==> config.mk <==
export PLATFORM = sky130hd
export DESIGN_NAME = axi_lite_slave_demux
export DESIGN_NICKNAME = d
export VERILOG_FILES = /design/src/rtl/axi_lite_slave_demux.sv
export SDC_FILE = /design/constraint.sdc
export NUM_CORES = 1
export LEC_CHECK = 0
export BUFFER_PORTS_ARGS = -buffer_cell sky130_fd_sc_hd__buf_2
export CAP_MARGIN = 20
export CORE_AREA = 10 10 282 284
export CTS_BUF_LIST = sky130_fd_sc_hd__clkbuf_16
export DETAILED_ROUTE_END_ITERATION = 7
export DIE_AREA = 0 0 292 294
export GPL_TIMING_DRIVEN = 1
export MAX_ROUTING_LAYER = met4
export PLACE_DENSITY = 0.42
export SYNTH_ARGS = -nofsm -noshare
export SYNTH_HDL_FRONTEND = slang
export SYNTH_SLANG_ARGS = --single-unit
==> constraint.sdc <==
create_clock -name clk -period 2.2 [get_ports clk]
set_clock_uncertainty 0.1 [all_clocks]
set_input_delay 0.44 -clock clk [delete_from_list [all_inputs] [get_ports clk]]
set_output_delay 0.44 -clock clk [all_outputs]
set_load 0.05 [all_outputs]
==> src/rtl/axi_lite_slave_demux.sv <==
// AXI-Lite 1-to-N demultiplexer: an external address map picks the slave and
// translates the address; unmapped selects are answered locally with DECERR.
module axi_lite_slave_demux #(
    parameter int ADDR_SIZE = 32,
    parameter int DATA_SIZE = 32,
    parameter int SELECT    = 4,
    parameter int N_SLAVES  = 8
) (
    input  logic                            clk,
    input  logic                            rst_n,
    input  logic                            s_awvalid,
    output logic                            s_awready,
    input  logic [ADDR_SIZE-1:0]            s_awaddr,
    input  logic                            s_wvalid,
    output logic                            s_wready,
    input  logic [DATA_SIZE-1:0]            s_wdata,
    input  logic [DATA_SIZE/8-1:0]          s_wstrb,
    output logic                            s_bvalid,
    input  logic                            s_bready,
    output logic [1:0]                      s_bresp,
    input  logic                            s_arvalid,
    output logic                            s_arready,
    input  logic [ADDR_SIZE-1:0]            s_araddr,
    output logic                            s_rvalid,
    input  logic                            s_rready,
    output logic [DATA_SIZE-1:0]            s_rdata,
    output logic [1:0]                      s_rresp,
    output logic [ADDR_SIZE-1:0]            wmap_addr_in,
    input  logic [ADDR_SIZE-1:0]            wmap_addr_out,
    input  logic [SELECT-1:0]               wmap_select,
    output logic [ADDR_SIZE-1:0]            rmap_addr_in,
    input  logic [ADDR_SIZE-1:0]            rmap_addr_out,
    input  logic [SELECT-1:0]               rmap_select,
    output logic [N_SLAVES-1:0]             m_awvalid,
    input  logic [N_SLAVES-1:0]             m_awready,
    output logic [ADDR_SIZE-1:0]            m_awaddr,
    output logic [N_SLAVES-1:0]             m_wvalid,
    input  logic [N_SLAVES-1:0]             m_wready,
    output logic [DATA_SIZE-1:0]            m_wdata,
    output logic [DATA_SIZE/8-1:0]          m_wstrb,
    input  logic [N_SLAVES-1:0]             m_bvalid,
    output logic [N_SLAVES-1:0]             m_bready,
    input  logic [2*N_SLAVES-1:0]           m_bresp,
    output logic [N_SLAVES-1:0]             m_arvalid,
    input  logic [N_SLAVES-1:0]             m_arready,
    output logic [ADDR_SIZE-1:0]            m_araddr,
    input  logic [N_SLAVES-1:0]             m_rvalid,
    output logic [N_SLAVES-1:0]             m_rready,
    input  logic [DATA_SIZE*N_SLAVES-1:0]   m_rdata,
    input  logic [2*N_SLAVES-1:0]           m_rresp
);
    localparam int unsigned N_LIM = N_SLAVES;

    typedef enum logic [1:0] {W_IDLE, W_FWD, W_RESP, W_ERR} w_state_t;
    typedef enum logic [1:0] {R_IDLE, R_FWD, R_DATA, R_ERR} r_state_t;

    w_state_t               w_state, w_next;
    r_state_t               r_state, r_next;
    logic [SELECT-1:0]      wsel, rsel;
    logic [N_SLAVES-1:0]    wsel_oh, rsel_oh;
    logic                   aw_pend, w_pend, b_done, r_done;
    logic                   w_accept, aw_hs, w_hs, b_hs, w_err;
    logic                   r_accept, ar_hs, r_hs, r_err;
    logic [1:0]             bresp_sel, rresp_sel;
    logic [DATA_SIZE-1:0]   rdata_sel;

    assign wmap_addr_in = s_awaddr;
    assign rmap_addr_in = s_araddr;
    assign w_err = (32'(wmap_select) >= N_LIM);
    assign r_err = (32'(rmap_select) >= N_LIM);

    // Registered select decoded to one-hot; out-of-range values decode to all zeros.
    always_comb begin
        wsel_oh   = '0;
        rsel_oh   = '0;
        bresp_sel = 2'b00;
        rresp_sel = 2'b00;
        rdata_sel = '0;
        for (int i = 0; i < N_SLAVES; i++) begin
            wsel_oh[i] = (wsel == SELECT'(i));
            rsel_oh[i] = (rsel == SELECT'(i));
            if (wsel_oh[i]) bresp_sel = m_bresp[2*i +: 2];
            if (rsel_oh[i]) begin
                rdata_sel = m_rdata[DATA_SIZE*i +: DATA_SIZE];
                rresp_sel = m_rresp[2*i +: 2];
            end
        end
    end

    always_comb begin
        w_next    = w_state;
        s_awready = 1'b0;
        s_wready  = 1'b0;
        s_bvalid  = 1'b0;
        m_awvalid = '0;
        m_wvalid  = '0;
        m_bready  = '0;
        w_accept  = 1'b0;
        aw_hs     = 1'b0;
        w_hs      = 1'b0;
        b_hs      = 1'b0;
        unique case (w_state)
            W_IDLE: begin
                w_accept  = s_awvalid & s_wvalid;
                s_awready = w_accept;
                s_wready  = w_accept;
                if (w_accept) w_next = w_err ? W_ERR : W_FWD;
            end
            W_FWD: begin
                // Address and data legs retire independently.
                m_awvalid = aw_pend ? wsel_oh : '0;
                m_wvalid  = w_pend ? wsel_oh : '0;
                aw_hs     = |(m_awvalid & m_awready);
                w_hs      = |(m_wvalid & m_wready);
                if ((!aw_pend || aw_hs) && (!w_pend || w_hs)) w_next = W_RESP;
            end
            W_RESP: begin
                m_bready = b_done ? '0 : wsel_oh;
                b_hs     = |(m_bready & m_bvalid);
                s_bvalid = b_done;
                if (b_done && s_bready) w_next = W_IDLE;
            end
            W_ERR: begin
                s_bvalid = 1'b1;
                if (s_bready) w_next = W_IDLE;
            end
            default: w_next = W_IDLE;
        endcase
    end

    always_ff @(posedge clk or negedge rst_n) begin
        if (!rst_n) w_state <= W_IDLE;
        else        w_state <= w_next;
    end

    always_ff @(posedge clk or negedge rst_n) begin
        if (!rst_n) begin
            wsel     <= '0;
            m_awaddr <= '0;
            m_wdata  <= '0;
            m_wstrb  <= '0;
            s_bresp  <= 2'b00;
            aw_pend  <= 1'b0;
            w_pend   <= 1'b0;
            b_done   <= 1'b0;
        end else begin
            if (w_accept) begin
                wsel     <= wmap_select;
                m_awaddr <= wmap_addr_out;
                m_wdata  <= s_wdata;
                m_wstrb  <= s_wstrb;
                aw_pend  <= ~w_err;
                w_pend   <= ~w_err;
                b_done   <= 1'b0;
                if (w_err) s_bresp <= 2'b11;
            end
            if (aw_hs) aw_pend <= 1'b0;
            if (w_hs)  w_pend  <= 1'b0;
            if (b_hs) begin
                s_bresp <= bresp_sel;
                b_done  <= 1'b1;
            end
        end
    end

    always_comb begin
        r_next    = r_state;
        s_arready = 1'b0;
        s_rvalid  = 1'b0;
        m_arvalid = '0;
        m_rready  = '0;
        r_accept  = 1'b0;
        ar_hs     = 1'b0;
        r_hs      = 1'b0;
        unique case (r_state)
            R_IDLE: begin
                r_accept  = s_arvalid;
                s_arready = s_arvalid;
                if (r_accept) r_next = r_err ? R_ERR : R_FWD;
            end
            R_FWD: begin
                m_arvalid = rsel_oh;
                ar_hs     = |(m_arvalid & m_arready);
                if (ar_hs) r_next = R_DATA;
            end
            R_DATA: begin
                m_rready = r_done ? '0 : rsel_oh;
                r_hs     = |(m_rready & m_rvalid);
                s_rvalid = r_done;
                if (r_done && s_rready) r_next = R_IDLE;
            end
            R_ERR: begin
                s_rvalid = 1'b1;
                if (s_rready) r_next = R_IDLE;
            end
            default: r_next = R_IDLE;
        endcase
    end

    always_ff @(posedge clk or negedge rst_n) begin
        if (!rst_n) r_state <= R_IDLE;
        else        r_state <= r_next;
    end

    always_ff @(posedge clk or negedge rst_n) begin
        if (!rst_n) begin
            rsel     <= '0;
            m_araddr <= '0;
            s_rdata  <= '0;
            s_rresp  <= 2'b00;
            r_done   <= 1'b0;
        end else begin
            if (r_accept) begin
                rsel     <= rmap_select;
                m_araddr <= rmap_addr_out;
                r_done   <= 1'b0;
                if (r_err) begin
                    s_rdata <= '0;
                    s_rresp <= 2'b11;
                end
            end
            if (r_hs) begin
                s_rdata <= rdata_sel;
                s_rresp <= rresp_sel;
                r_done  <= 1'b1;
            end
        end
    end

endmodule

==> results.json, run 1 <==
{
  "run_status": "complete, but fails checks",
  "violations": "negative setup slack",
  "cts_tree": "done",
  "ant_nets": 0,
  "antenna_found_initial": 6,
  "synth_simple_gate_area_share_pct": 9.04,
  "fp.dieArea_sq_mm": 0.0858,
  "synth_seq_cells": 152,
  "yosys_warnings": 0,
  "synth_compound_area_share_pct": 17.9,
  "viasPerCell": 3.93,
  "dieHeight_microns": 294,
  "fp.coreArea_sq_mm": 0.0739,
  "rsz0062_at_grt": "yes",
  "place_area_sq_mm": 0.0136,
  "worst_pin_slew_ps": 623,
  "drive_above_1_share_pct": 65.0,
  "drc": 0,
  "pwr_density_cell_mw_per_mm2": 1510,
  "setup_violations": 73,
  "portBuffers": 623,
  "h-tree-depth": 4,
  "initial_utilization_pct": 12.3,
  "ff2ff_path_depth": 7,
  "finalCritPeriodShare_pct": 113,
  "cts.sinks": 152,
  "cts_buffer_depth": 2,
  "hold_violations": 0,
  "grt_max_degree": 77,
  "synth_xor_area_share_pct": 0,
  "hold_path_depth": 2,
  "design_area_sq_mm": 0.0157,
  "synthArstFlopShare_pct": 100,
  "synth_edf_count": 0,
  "synthCells": 908,
  "cts_root_buffer": "clkbuf_16",
  "cts_made_buffers": 17,
  "final_nets": 2057,
  "r2r_end": "s_rdata[2]",
  "crit_path_max_fanout": 3,
  "synth_adder_area_share_pct": 0,
  "synth_area_leaders": "dfrtp_1 (42%), mux2_2 (14%), o21ai_0 (6.1%)",
  "hp-class": "input port to flop",
  "synthesis.nets": 1415,
  "vdd_drop_max_mv": 0.775,
  "startpoint_type": "flop",
  "r2r_slack_ps": -200,
  "grt_pass1_vias": 10900,
  "setup-tns-final_ps": -8690,
  "ios": 752,
  "fp-row-count": 100,
  "post-route-min-period_ps": 2480,
  "synth_top_area_cell": "dfrtp_1",
  "worstPathArrival_ps": 1940,
  "slew_headroom_pct": 58.5,
  "grt_pass1_wl_microns": 73800,
  "dpl.hpwl_microns": 41600,
  "worstSetupPathType": "flop to primary output",
  "synthMuxAreaShare_pct": 21.9,
  "wl_microns": 52300,
  "finalMaxSlewViolations": 0,
  "syn-cell-area_sq_mm": 0.00911,
  "min_to": "w_state[1]",
  "crit-reg2reg-launch": "rsel[2]",
  "hold_path.startpoint": "s_bready",
  "cp.required_ps": 1660,
  "seq_area_frac_synth_pct": 41.8,
  "gr-total-overflow": 0,
  "leakagePower_nw": 7.22,
  "fillers": 8114,
  "synth_top_family_by_area": "multiplexers",
  "cap_viol_max_count": 0,
  "synth_most_common_cell": "dfrtp_1",
  "worst_slack_ps": -280,
  "area_growth_pct": 72.3,
  "grt_use_met3_pct": 3.49,
  "clk_pin_slew_ps": 80,
  "yosys-top-cells-count": "dfrtp_1 (152), mux2_2 (117), o21ai_0 (111), a21oi_1 (67), buf_4 (66)",
  "grt-busiest-layer": "met2",
  "use_met1_pct": 13.1,
  "wl_per_cell_microns": 20.6,
  "gr-usage-met2_pct": 20.3,
  "fmax_mhz": 403,
  "syn_area_per_cell_sq_um": 10.0,
  "synthFlopType": "dfrtp_1",
  "first_pass_iters": 5,
  "gp_congestion": 0.855,
  "yosysTopAreaCellShare_pct": 41.8,
  "drt_iter0_drc": 543,
  "cp-end-kind": "primary output",
  "clk_latency_ps": 480,
  "grtUsageTotal_pct": 11.9,
  "die_x_microns": 292,
  "synthDistinctLibCells": 51,
  "num_vias": 9969
}
## critical path, cell delays in order, from the launching register on
cell and delay, ps:
dfrtp_2 410, or2_4 250, or3_4 350, buf_6 150
nor3_4 130, buf_6 180
## placed cells by master, fill, tap and decap left out, types with 4 or more instances in the layout
master,instances
mux2_2,117
nor2_1,12
a21oi_1,67
buf_2,578
nand3_1,35
nand2_8,4
dfrtp_2,7
nor2_4,40
nor2b_4,5
buf_8,25
buf_4,90
dfrtp_1,143
diode_2,4
or3_1,4
nand2_1,34
o21ai_0,111
nand2b_4,4
nand2_4,7
a22o_1,33
inv_1,7
mux4_2,14
clkbuf_16,17
inv_6,5
buf_6,43
mux2i_1,35
a22oi_1,28
o221ai_1,5
buf_12,22
nand2b_1,7
## sequential cells by signal, indices dropped and copies added (netlist names)
name,cells
s_rdata,32
w_state,2
m_awaddr,32
wsel,4
b_done,1
m_araddr,32
r_done,1
s_bresp,2
s_rresp,2
m_wdata,32
m_wstrb,4
aw_pend,1
rsel,4
w_pend,1
r_state,2
## cells by family after synthesis
| family | after synthesis |
|---|---|
| mux | 167 |
| flops | 152 |
| compound gates | 268 |
| buf+inv | 144 |
| simple gates | 177 |
## metal layers
layer  share of wire (%)  wire length (microns)
met1                  40                  20700
met2                  51                  26500
met3                 6.9                   3620
met4                 2.8                   1490
met5                   0                      0
## through the flow
stage / setup slack (ps) / hold slack, ps / utilization [%] / power, mW / cells
global route: -363 / 27.1 / 21.2 / 25.1 / 2536
finish: -280 / 47.3 / 21.2 / 23.7 / 2536
CTS: -336 / 13.3 / 20.8 / 23.6 / 2520
global placement: -101 / 363 / 18.4 / 18.6 / 2445
detailed placement: -74.5 / 373 / 18.4 / 18.7 / 2445
floorplan: -180 / 44.4 / - / 14.3 / 908
## where the power goes
group / leakage, nW / internal, mW / switching, mW / total, mW
logic: 5.08 / 5.70 / 9.89 / 15.6
registers: 1.85 / 4.05 / 0.837 / 4.89
clock network: 0.295 / 1.72 / 1.50 / 3.22
## area by class of cell
type	instances	area [sq um]	share of cell area (%)
Clock buffer	17	425	2.71
Antenna cell	4	10.0	0.0638
Tap cell	969	1210	7.73
Sequential cell	152	3820	24.3
Timing Repair Buffer	760	4910	31.3
Multi-Input combinational cell	613	5110	32.5
Clock inverter	15	181	1.16
Inverter	6	22.5	0.144
## how the worst max path moves through the flow
stage | startpoint | endpoint | slack [ps] | cells after the start
finish | rsel[2] | m_rready[0] | -280 | 5
CTS | rsel[2] | m_rready[0] | -340 | 5
floorplan | wsel[2] | m_bready[2] | -180 | 5
global route | rsel[3] | m_rready[0] | -360 | 5
global placement | rsel[2] | s_rdata[5] | -100 | 6
detailed placement | rsel[2] | s_rdata[2] | -70 | 6
## what timing repair did
action	in CTS	in global routing
hold buffers	1	0
setup endpoints to repair	77	78
hold endpoints to repair	38	0
gates resized for setup	223	42
setup buffers	42	12
gates cloned	2	0
pin swaps	28	23
Note: power is estimated with default switching activity, not from simulation.
==> inputs of run 2 (changes only) <==
==> constraint.sdc (replaced) <==
create_clock -name clk -period 2.2 [get_ports clk]
set_clock_uncertainty 0.1 [all_clocks]
set_input_delay 0.11 -clock clk [delete_from_list [all_inputs] [get_ports clk]]
set_output_delay 0.11 -clock clk [all_outputs]
set_load 0.05 [all_outputs]
==> run 2 against run 1 <==
Sequential power about the same. Via count increased by 5.3%. Sequential share of layout area decreased by 1.3 points. Design area increased by 5.7%. The run still ends with negative setup slack left. Critical path depth increased by 1. Highest routed layer unchanged. Die area unchanged.
==> results.json, run 2 (synthesis results as in run 1) <==
{
  "fp.coreArea_sq_mm": 0.0739,
  "dpl.hpwl_microns": 41700,
  "hold_violations": 0,
  "cts_root_buffer": "clkbuf_16",
  "drc": 0,
  "max_stage_delay_ps": 400,
  "cts_made_buffers": 17,
  "gp_congestion": 0.895,
  "worstPathCellList": "or2_1, or3_1, o22a_1, a311o_2, buf_12, a22o_1",
  "worstSetupPathType": "flop to flop",
  "drive_above_1_share_pct": 54.4,
  "cp_slowest_cell": "dfrtp_2",
  "cts_tree": "done",
  "area_growth_pct": 82.2,
  "portBuffers": 623,
  "worstPathArrival_ps": 2530,
  "worst_pin_slew_ps": 468,
  "design_area_sq_mm": 0.0166,
  "fmax_mhz": 442,
  "finalMaxSlewViolations": 0,
  "die_x_microns": 292,
  "num_vias": 10500,
  "finalCritPeriodShare_pct": 103,
  "grt_pass1_vias": 11700,
  "setup_violations": 33,
  "slew_headroom_pct": 67.9,
  "dieHeight_microns": 294,
  "final_cell_mix": "buf_2 (587), dlygate4sd3_1 (196), dfrtp_1 (146), mux2_2 (117), o21ai_0 (110)",
  "fp.dieArea_sq_mm": 0.0858,
  "cp.required_ps": 2470,
  "startpoint_type": "flop",
  "place_area_sq_mm": 0.0134,
  "cap_viol_max_count": 0,
  "grt_pass1_wl_microns": 76200,
  "first_pass_iters": 5,
  "wl_microns": 53000,
  "vdd_drop_max_mv": 0.981,
  "cp-end-kind": "flop",
  "grtUsageTotal_pct": 12.2,
  "leakagePower_nw": 7.63,
  "gr-total-overflow": 0,
  "violations": "negative setup slack",
  "drt_iter0_drc": 451,
  "initial_utilization_pct": 12.3,
  "post-route-min-period_ps": 2260,
  "hp-class": "input port to flop",
  "antenna_found_initial": 1,
  "rsz0062_at_grt": "yes",
  "fp-row-count": 100,
  "final_common_cell": "buf_2",
  "worst_slack_ps": -64.6,
  "crit_path_max_fanout": 34,
  "ant_nets": 0,
  "pwr_density_cell_mw_per_mm2": 1370,
  "clk_latency_ps": 480,
  "dp_slack_ps": -102,
  "viasPerCell": 3.92,
  "cts_buffer_depth": 2,
  "fillers": 8078,
  "h-tree-depth": 4,
  "run_status": "complete, but fails checks",
  "final_nets": 2201,
  "wl_per_cell_microns": 19.8,
  "setup-tns-final_ps": -1390,
  "clk_pin_slew_ps": 80,
  "ios": 752,
  "grt_max_degree": 68,
  "cts.sinks": 152
}
## run 2: changes by cell type in the layout (fill, tap and decap cells not counted), sizes merged, moves of 2 or more
cell | previous run | this run
clkbuf | 17 | 21
buf | 758 | 703
inv | 15 | 11
bufinv | 2 | 0
dlygate4sd3 | 1 | 196
diode | 4 | 2
clkinv | 2 | 9
## run 2: worst paths after layout
| path | from | to | slack, ps | cells after the start |
|---|---|---|---|---|
| worst max-delay path | rsel[2] | s_rdata[15] | -60 | 6 |
| worst min-delay path | m_awready[4] | aw_pend | 60 | 5 |
| worst max register to register | rsel[2] | s_rdata[15] | -60 | 6 |
| worst min register to register | m_wdata[11] | m_wdata[11] | 400 | 1 |
| max in group asynchronous | rst_n | s_rdata[13] | 1520 | 3 |
| min in group asynchronous | rst_n | m_araddr[23] | 110 | 3 |
## run 2: where the power goes
part           internal, mW  switching [mW]  leakage (nW)
sequential             4.04           0.822          1.85
clock                  1.55            1.59         0.296
combinational          5.34            9.46          5.48
## run 2: worst max-delay path: cells and delay by family (launching register included)
kind	cells	cell delay (ps)
and+or+nand+nor	2	590
DFF	1	400
buffers and inverters	1	180
AOI/OAI and AO/OA	3	840
## run 2: timing repair
item | CTS | global route
gates cloned | 2 | 0
pin swaps | 3 | 6
endpoints found under the setup margin | 70 | 73
hold buffers | 197 | 0
setup buffers | 10 | 2
resized for setup | 71 | 54
endpoints found under the hold margin | 300 | 0
## run 2: stage by stage
step / hold slack (ps) / power (mW) / std cells / utilization [%]
after detailed placement: -55.2 / 18.5 / 2433 / 18.1
after global placement: -56.2 / 18.4 / 2433 / 18.1
after global routing: 47.7 / 24.2 / 2677 / 22.4
final: 60.4 / 22.8 / 2678 / 22.4
after CTS: 5.52 / 22.9 / 2674 / 22.2
after floorplan: -286 / 14.2 / 908 / -
## run 2: area by class of cell
| type | instances | area [sq um] | share of cell area, % |
|---|---|---|---|
| clock buffer | 17 | 425 | 2.56 |
| multi-input combinational | 612 | 4690 | 28.3 |
| antenna | 2 | 5.00 | 0.0302 |
| timing repair buffer | 905 | 6220 | 37.5 |
| sequential | 152 | 3820 | 23.0 |
| tap | 969 | 1210 | 7.31 |
| clock inverter | 15 | 198 | 1.19 |
| inverter | 6 | 22.5 | 0.136 |
## run 2: routing by layer
layer	global-route usage (%)	up-vias	part of all wire (%)
met3	4.29	98	7.7
met2	20.4	468	50
met4	5.36	0	3.6
li1	-	4844	-
met1	13.0	5084	39
met5	-	-	0
